### src/rtl/uarttx_fifo.sv
// 8N1-plus-parity UART transmitter with a small input FIFO.
// Frames are LSB first: start, 8 data, parity, stop; each bit lasts CLKS_PER_BIT clocks.
module uarttx_fifo #(
    parameter int unsigned CLKS_PER_BIT = 16,
    parameter logic        PARITY_MODE  = 1'b0,
    parameter int unsigned FIFO_DEPTH   = 4
) (
    input  logic       clk,
    input  logic       reset,
    input  logic [7:0] datain,
    input  logic       wrsig,
    output logic       tx,
    output logic       busy,
    output logic       full,
    output logic       empty,
    output logic       txdone,
    output logic       overflow
);

    localparam int unsigned CYC_W = (CLKS_PER_BIT > 1) ? $clog2(CLKS_PER_BIT) : 1;
    localparam int unsigned PTR_W = (FIFO_DEPTH > 1) ? $clog2(FIFO_DEPTH) : 1;
    localparam int unsigned CNT_W = PTR_W + 1;
    localparam logic [CYC_W-1:0] CYC_LAST = CYC_W'(CLKS_PER_BIT - 1);
    localparam logic [CNT_W-1:0] CNT_FULL = CNT_W'(FIFO_DEPTH);

    typedef enum logic [2:0] {
        IDLE,
        START,
        DATA,
        PARITY,
        STOP
    } state_t;

    // FIFO storage and bookkeeping
    logic [7:0]       mem [FIFO_DEPTH];
    logic [PTR_W-1:0] wr_ptr;
    logic [PTR_W-1:0] rd_ptr;
    logic [CNT_W-1:0] count;
    logic [CNT_W-1:0] count_nxt_c;
    logic             wr_en_c;
    logic             pop_c;
    logic [7:0]       head_c;

    // Transmit FSM
    state_t           state;
    logic [CYC_W-1:0] cyc;
    logic [2:0]       idx;
    logic [7:0]       sh;
    logic             par;
    logic             cyc_last_c;
    logic             line_c;

    // full is the pre-pop view, so a write against a full FIFO is dropped even on a pop cycle
    assign wr_en_c    = wrsig && !full;
    assign head_c     = mem[rd_ptr];
    assign cyc_last_c = (cyc == CYC_LAST);
    assign pop_c      = !empty && ((state == IDLE) || ((state == STOP) && cyc_last_c));

    always_comb begin
        count_nxt_c = count + CNT_W'(wr_en_c) - CNT_W'(pop_c);
    end

    always_ff @(posedge clk) begin
        if (wr_en_c) begin
            mem[wr_ptr] <= datain;
        end
    end

    always_ff @(posedge clk or negedge reset) begin
        if (!reset) begin
            wr_ptr   <= '0;
            rd_ptr   <= '0;
            count    <= '0;
            full     <= 1'b0;
            empty    <= 1'b1;
            overflow <= 1'b0;
        end else begin
            if (wr_en_c) begin
                wr_ptr <= wr_ptr + PTR_W'(1);
            end
            if (pop_c) begin
                rd_ptr <= rd_ptr + PTR_W'(1);
            end
            count    <= count_nxt_c;
            full     <= (count_nxt_c == CNT_FULL);
            empty    <= (count_nxt_c == '0);
            overflow <= wrsig && full;
        end
    end

    // Line level for the current state; registered into tx one cycle later
    always_comb begin
        line_c = 1'b1;
        case (state)
            IDLE:    line_c = 1'b1;
            START:   line_c = 1'b0;
            DATA:    line_c = sh[idx];
            PARITY:  line_c = par;
            STOP:    line_c = 1'b1;
            default: line_c = 1'b1;
        endcase
    end

    always_ff @(posedge clk or negedge reset) begin
        if (!reset) begin
            state  <= IDLE;
            cyc    <= '0;
            idx    <= '0;
            sh     <= '0;
            par    <= 1'b0;
            tx     <= 1'b1;
            busy   <= 1'b0;
            txdone <= 1'b0;
        end else begin
            tx     <= line_c;
            busy   <= (state != IDLE);
            txdone <= (state == STOP) && cyc_last_c;

            if (state != IDLE) begin
                cyc <= cyc_last_c ? '0 : cyc + CYC_W'(1);
            end

            case (state)
                IDLE: begin
                    cyc <= '0;
                    if (pop_c) begin
                        sh    <= head_c;
                        par   <= PARITY_MODE ^ (^head_c);
                        state <= START;
                    end
                end
                START: begin
                    if (cyc_last_c) begin
                        idx   <= '0;
                        state <= DATA;
                    end
                end
                DATA: begin
                    if (cyc_last_c) begin
                        if (idx == 3'd7) begin
                            state <= PARITY;
                        end else begin
                            idx <= idx + 3'd1;
                        end
                    end
                end
                PARITY: begin
                    if (cyc_last_c) begin
                        state <= STOP;
                    end
                end
                STOP: begin
                    // Chain straight into the next frame when a byte is waiting
                    if (cyc_last_c) begin
                        if (pop_c) begin
                            sh    <= head_c;
                            par   <= PARITY_MODE ^ (^head_c);
                            state <= START;
                        end else begin
                            state <= IDLE;
                        end
                    end
                end
                default: begin
                    state <= IDLE;
                end
            endcase
        end
    end

endmodule

### config.mk
export PLATFORM = sky130hd
export DESIGN_NAME = uarttx_fifo
export DESIGN_NICKNAME = d
export VERILOG_FILES = /design/src/rtl/uarttx_fifo.sv
export SDC_FILE = /design/constraint.sdc
export NUM_CORES = 1
export LEC_CHECK = 0
export CAP_MARGIN = 20
export CORE_ASPECT_RATIO = 2
export CORE_MARGIN = 2
export CORE_UTILIZATION = 40
export DETAILED_ROUTE_END_ITERATION = 7
export RECOVER_POWER = 50
export SLEW_MARGIN = 20
export SYNTH_ARGS = -nofsm -noshare
export SYNTH_HDL_FRONTEND = slang
export SYNTH_SLANG_ARGS = --single-unit
### constraint.sdc
create_clock -name clk -period 4.19 [get_ports clk]
set_input_delay 0.419 -clock clk [delete_from_list [all_inputs] [get_ports clk]]
set_output_delay 0.419 -clock clk [all_outputs]
set_load 0.02 [all_outputs]
==> summary.txt, run 1 <==
Routing
  – Post-Route WL: 4300 µm
  – DR pass1 iterations: 4
  – Routed Antenna Nets: 0
  – Via count: ~1,400
  – DRC Markers: 0
  – Drt wl/cell: roughly 15 µm
  – Vias per cell: 4.92
  – Initial drt markers: 81

Floorplanning
  – Initial Utilization: 41.0%
  – Die area: 7510 µm²
  – Top Ports: 17
  – Die Span X: 62.3 µm
  – Core Area: 6620 µm²
  – Cell Rows: 42
  – Height of the die: 121 µm

Pwr
  – Clock share of power: between 20% and 30%
  – Max IR drop VDD: 0.000343 V
  – Internal power: 1.70 mW
  – Static Leakage: 1.22 nW
  – Sw Pwr: 727 µW
  – Logic pwr share: 30.3%
  – Sw Share: around 30%
  – Final Power: 2.43 mW
  – Sequential share of power: 42.1%
  – Power density cells: around 750 nW/µm²

Global routing
  – Antenna violations before repair: 0
  – Pin count of the biggest net entering global routing: 33
  – Tot GR Track Use: 13.7%
  – Total gr overflow: 0
  – Via count of the first global-routing pass: between 1,500 and 2,000
  – First-pass GRT wire length: 7360 µm

Place
  – Port Buffer Count: 16
  – Placer's final routability congestion estimate: around 0.71
  – DP HPWL: 3150 µm
  – DP Area: 2960 µm²

Setup path
  – Crit-path slowest cell: fa_1
  – Most used cell along the critical path: ha_1
  – Critical path's top delay family: adder cells
  – CP startpoint kind: flip-flop
  – CP Class: reg -> reg
  – Crit end category: flip-flop
  – CP Buf/Inv Count: 3
  – Crit path cell chain: ha_1 -> nand3_2 -> a2111oi_4 -> buf_4 -> ha_1 -> inv_1 -> ha_1 -> inv_1 -> fa_1 -> xnor2_1 -> xnor2_1 -> nor3b_1
  – Critical Path AT: 3.29 ns
  – Worst path max stage delay: between 0.4 and 0.5 ns
  – CP required: 4.43 ns
  – Largest fanout on the critical path: 13

Logic synthesis
  – Syn Nets: 195
  – Count of different cell masters after synthesis: 33
  – Post-Syn Area: ~2700 µm²
  – Main synth FF type: edfxtp_1
  – Syn Inst Count: 174
  – Sequential fraction of the synthesis area: 64.9%
  – Top-area cell type share of the netlist area: 35.4%
  – Synth warn: 0
  – FF+latch count, synth: 64
  – Post-synth EDFFs: 32
  – FFs w/ async S/R, synth: 50.0%
  – Top cells by area, synth: edfxtp_1 35%, dfrtp_1 28%, mux4_2 8.3%
  – Mapped Avg Cell Area: 15.6 µm²
  – Synth area leader: edfxtp_1

Layout
  – P&R area growth vs syn: 18.9%
  – Number of nets in the layout: 217
  – Final core occ: roughly 49%
  – Fraction of layout cells with a size suffix above 1: 17.4%
  – ANT cells: 0
  – Cell area after layout: 3230 µm²
  – Filler cells: 604

Clocking
  – H-tree levels: 3
  – Reg clk slew, reported paths: 0.05 ns
  – Root Driver: clkbuf_16
  – CTS resizes: 0
  – Worst skew pair latency: 0.33 ns
  – Max clock buf depth: 2
  – # hold bufs at CTS: 0
  – Number of buffers created by CTS: 9
  – Setup bufs post-CTS: 0
  – Clock sink count: 64
  – CTS tree: built

Timing
  – Final setup viols: 0
  – WHS: around 0.5 ns
  – Relative slew slack: -13.9%
  – Final Hold Fails: 0
  – F_max: 0.328 GHz
  – Clk_skew: between 0.006 and 0.007 ns
  – Least-Margin Pin Slew: 1.71 ns
  – Slew Viols, Final: 33
  – Post-route setup TNS: 0 ns
  – RSZ-0062 raised after global routing: no
  – Fin crit share: 72.8%
  – Min Tclk post-route: 3.05 ns

Hold path
  – HP Class: reg -> reg

Outcome
  – Failing checks: max-capacitance violations, max-slew violations
  – Status: finished with violations

Run
  – Max Cap Viol: 1
==> cells by family after synthesis <==
kind of cell             count (synthesis)  synth area share, %
AO/OA/AOI/OAI                           15                 4.05
AND/OR/NAND/NOR                         37                 7.09
buffers and inverters                   15                 2.53
flip-flops                              64                 64.9
XOR/XNOR                                14                 4.51
multiplexers                            19                 12.0
adder cells (fa/ha/maj)                 10                 4.88
==> worst register-to-register path, stage by stage (launching register included) <==
cell,delay [ns]
dfrtp_1,0.40
ha_1,0.26
nand3_2,0.16
a2111oi_4,0.36
buf_4,0.26
ha_1,0.26
inv_1,0.05
ha_1,0.12
inv_1,0.05
fa_1,0.42
xnor2_1,0.15
xnor2_1,0.24
nor3b_1,0.23
==> layout make-up <==
cell class | instances | area (µm²) | share of cell area (%)
flip-flops and latches | 64 | 1760 | 54.6
multi-input cells | 95 | 885 | 27.4
clock buffers | 16 | 272 | 8.40
repair buffers | 18 | 171 | 5.30
well taps | 88 | 110 | 3.41
inverters | 8 | 30.0 | 0.929
==> metrics by stage <==
step	setup slack (ns)	std cells
final	1.14	289
after global routing	0.911	289
after CTS	1.10	289
after detailed placement	1.13	273
after global placement	1.32	273
after floorplan	1.36	174
==> cells in the mapped netlist, types with 2 or more instances <==
| cell type | count |
|---|---|
| o21ai_0 | 6 |
| a21oi_1 | 3 |
| clkbuf_1 | 4 |
| nor3b_1 | 2 |
| ha_1 | 9 |
| xor2_1 | 2 |
| nor2b_1 | 2 |
| inv_1 | 8 |
| a31oi_1 | 2 |
| mux4_2 | 10 |
| nor2_1 | 6 |
| nand2_1 | 12 |
| xnor2_1 | 12 |
| nand2b_1 | 2 |
| nor3_1 | 3 |
| edfxtp_1 | 32 |
| and2_1 | 5 |
| dfrtp_1 | 30 |
| mux2_2 | 9 |
| dfstp_2 | 2 |
==> layer usage <==
metal	GRT usage (%)	routed length [µm]	vias to the layer above	part of all wire [%]
met5	0	0	-	0
met4	10.0	144	0	3.3
met2	24.6	2520	21	58
met1	12.6	1490	711	35
li1	-	-	678	-
met3	4.47	151	12	3.5
==> sequential cells by signal (all words and copies together), names as in the netlist <==
name and cells:
count 3, full 1, tx 1, state 3
busy 1, txdone 1, rd_ptr 2, wr_ptr 2
sh 8, par 1, overflow 1, empty 1
idx 3, cyc 4, mem 32
==> power groups by stage <==
stage                     logic [mW]  clock network [mW]  registers [mW]
after floorplan                0.652                   0           0.956
after global placement         0.718                   0            1.02
after detailed placement       0.754                   0            1.04
after CTS                      0.757               0.688            1.03
after global routing           0.829               0.718            1.05
final                          0.736               0.669            1.02
==> placed cells by master (no fill, tap or decap), drive strengths merged, types with 2 or more instances in the layout <==
master / n
edfxtp: 32
dfrtp: 30
clkbuf: 17
nand2: 12
xnor2: 12
mux4: 10
dlygate4sd3: 10
mux2: 9
ha: 9
inv: 8
nor2: 6
o21ai: 6
clkdlybuf4s50: 6
and2: 5
nor3: 3
a21oi: 3
nand2b: 2
a31oi: 2
nor2b: 2
nor3b: 2
xor2: 2
dfstp: 2
nand3: 2
==> worst paths after layout <==
| check | startpoint | endpoint | slack, ns | depth (start not counted) |
|---|---|---|---|---|
| min | sh[2] | sh[2] | 0.51 | 1 |
| max reg2reg | cyc[0] | full | 1.14 | 12 |
| max | cyc[0] | full | 1.14 | 12 |
| min reg2reg | sh[2] | sh[2] | 0.51 | 1 |
| min in group asynchronous | reset | overflow | 1.08 | 2 |
| max in group asynchronous | reset | sh[2] | 2.12 | 2 |
(Power assumes the default switching activity.)
==> run 2: changes to the inputs <==
==> constraint.sdc (replaced) <==
create_clock -name clk -period 3.1 [get_ports clk]
set_input_delay 0.31 -clock clk [delete_from_list [all_inputs] [get_ports clk]]
set_output_delay 0.31 -clock clk [all_outputs]
set_load 0.02 [all_outputs]
==> run 2 against run 1 <==
Effect of this change: the run still ends with max-capacitance violations, max-slew violations left; total power is 44% higher; critical path depth shrank 1; non-clock buffer count grew 1; wire length rose by 1.3%; sequential power grew 35%.
==> summary.txt, run 2 (synthesis results as in run 1) <==
Timing
  – Fin crit share: 90.3% (+18 points)
  – Final Hold Fails: 0 (unchanged)
  – Slew Viols, Final: 33 (unchanged)
  – Post-route setup TNS: 0 ns (unchanged)
  – F_max: 0.357 GHz (+8.9%)
  – RSZ-0062 raised after global routing: no
  – Min Tclk post-route: 2.80 ns (-0.249 ns)
  – Clk_skew: 0.00628 ns (-0.000351 ns)
  – Relative slew slack: -15.9% (-2.1 points)
  – Final setup viols: 0 (unchanged)
  – Least-Margin Pin Slew: 1.74 ns (+0.0313 ns)

Global routing
  – Total gr overflow: 0 (unchanged)
  – Via count of the first global-routing pass: 1,534 (-0.90%)
  – Pin count of the biggest net entering global routing: 33 (unchanged)
  – Tot GR Track Use: 13.7% (+0.057 points)
  – First-pass GRT wire length: 7360 µm (unchanged)
  – Antenna violations before repair: 0 (unchanged)

Routing
  – Routed Antenna Nets: 0 (unchanged)
  – Post-Route WL: 4360 µm (+1.3%)
  – Vias per cell: 5.04 (+2.5%)
  – DRC Markers: 0 (unchanged)
  – Drt wl/cell: 15.0 µm (+0.91%)
  – Initial drt markers: 38 (-53%)
  – Via count: 1,463 (+2.9%)
  – DR pass1 iterations: 4 (unchanged)

Floorplanning
  – Die Span X: 62.3 µm (unchanged)
  – Height of the die: 121 µm (unchanged)
  – Die area: 7510 µm² (unchanged)
  – Initial Utilization: 41.0% (unchanged)
  – Top Ports: 17 (unchanged)
  – Cell Rows: 42 (unchanged)
  – Core Area: 6620 µm² (unchanged)

Layout
  – Commonest cells after routing, fill and taps aside: 32 x edfxtp_1, 30 x dfrtp_1, 12 x nand2_1, 12 x xnor2_1
  – Number of nets in the layout: 218 (+0.46%)
  – Filler cells: 609 (+0.83%)
  – Cell area after layout: 3300 µm² (+2.1%)
  – Biggest regs: mem (32), sh (8), cyc (4)
  – Max FFs per register: 32 (unchanged)
  – Fraction of layout cells with a size suffix above 1: 19.3% (+1.9 points)
  – Commonest non-fill, non-tap cell in the layout: edfxtp_1
  – Biggest register: mem
  – ANT cells: 0 (unchanged)
  – P&R area growth vs syn: 21.5%

Place
  – DP HPWL: 3200 µm (+1.6%)
  – Port Buffer Count: 16 (unchanged)
  – DP Area: 2970 µm² (+0.25%)
  – Placer's final routability congestion estimate: 0.690 (-3.0%)

Setup path
  – Crit path from: cyc[0]
  – CP required: 3.35 ns (-1.08 ns)
  – Worst r2r path cells: 11 (-1)
  – Crit path cell chain: ha_1 -> nand3_2 -> a2111oi_4 -> ha_1 -> inv_1 -> ha_1 -> inv_1 -> fa_1 -> xnor2_1 -> xnor2_1 -> nor3b_1
  – Most used cell along the critical path: ha_1
  – Crit end category: flip-flop
  – Worst path max stage delay: 0.40 ns (-0.02 ns)
  – CP Class: reg -> reg
  – Critical Path AT: 3.05 ns (-0.24 ns)
  – R2R Path Start: cyc[0]
  – CP startpoint kind: flip-flop
  – Crit-path slowest cell: fa_1
  – Largest fanout on the critical path: 5 (-8)

Clocking
  – Worst skew pair latency: 0.33 ns (about the same)
  – Setup bufs post-CTS: 0 (unchanged)
  – Clock sink count: 64 (unchanged)
  – Max clock buf depth: 2 (unchanged)
  – Root Driver: clkbuf_16
  – CTS resizes: 0 (unchanged)
  – Reg clk slew, reported paths: 0.05 ns (about the same)
  – Number of buffers created by CTS: 9 (unchanged)
  – CTS tree: built
  – H-tree levels: 3 (unchanged)
  – # hold bufs at CTS: 0 (unchanged)

Outcome
  – Status: finished with violations
  – Failing checks: max-capacitance violations, max-slew violations

Hold path
  – HP Class: reg -> reg
  – Worst Hold Path Cells: 1 (unchanged)
  – Min-delay src: count[2]

Pwr
  – Power density cells: 1060 nW/µm² (+41%)
  – Max IR drop VDD: 0.000486 V (+42%)
  – Static Leakage: 1.25 nW (+2.7%)

Run
  – Max Cap Viol: 1 (unchanged)
[run 2: stage by stage]
stage	power [mW]	hold slack, ns	std cells	setup WS (ns)	utilization [%]
6_report	3.51	0.499	290	0.299	49.8
5_1_grt	3.73	0.525	290	0.106	49.8
4_1_cts	3.58	0.393	290	0.264	50.0
3_5_place_dp	2.43	0.492	274	0.273	44.9
3_3_place_gp	2.36	0.472	274	0.443	44.9
2_1_floorplan	2.17	0.0144	174	0.273	-
[run 2: final timing paths]
check,to,slack [ns]
max,full,0.30
min,count[2],0.50
max reg2reg,full,0.30
min reg2reg,count[2],0.50
max in group asynchronous,state[0],1.11
min in group asynchronous,busy,0.97
[run 2: routing by layer]
metal,GRT usage [%],vias up,part of all wire (%)
met4,10.1,0,3.9
met3,5.30,16,4.0
met5,0,-,0
met2,24.3,35,57
met1,12.4,735,35
li1,-,677,-
[run 2: area by class of cell]
cell class	count	area [µm²]	share of cell area (%)
clock inverter	6	108	3.26
clock buffer	10	229	6.94
timing repair buffer	19	175	5.31
multi-input combinational	95	885	26.8
sequential	64	1760	53.4
tap	88	110	3.34
inverter	8	30.0	0.910
[run 2: worst max-delay path, delay by kind of cell (launching register included)]
family	cells	cell delay, ns
flip-flops	1	0.39
AND/OR/NAND/NOR	2	0.37
AO/OA/AOI/OAI	1	0.39
XOR/XNOR	2	0.37
adder cells (fa/ha/maj)	4	1.07
buffers and inverters	2	0.11
[run 2: where the power goes]
part	switching, mW	internal (mW)	leakage (nW)
Combinational	0.450	0.551	0.407
Clock	0.343	0.781	0.162
Sequential	0.221	1.16	0.680
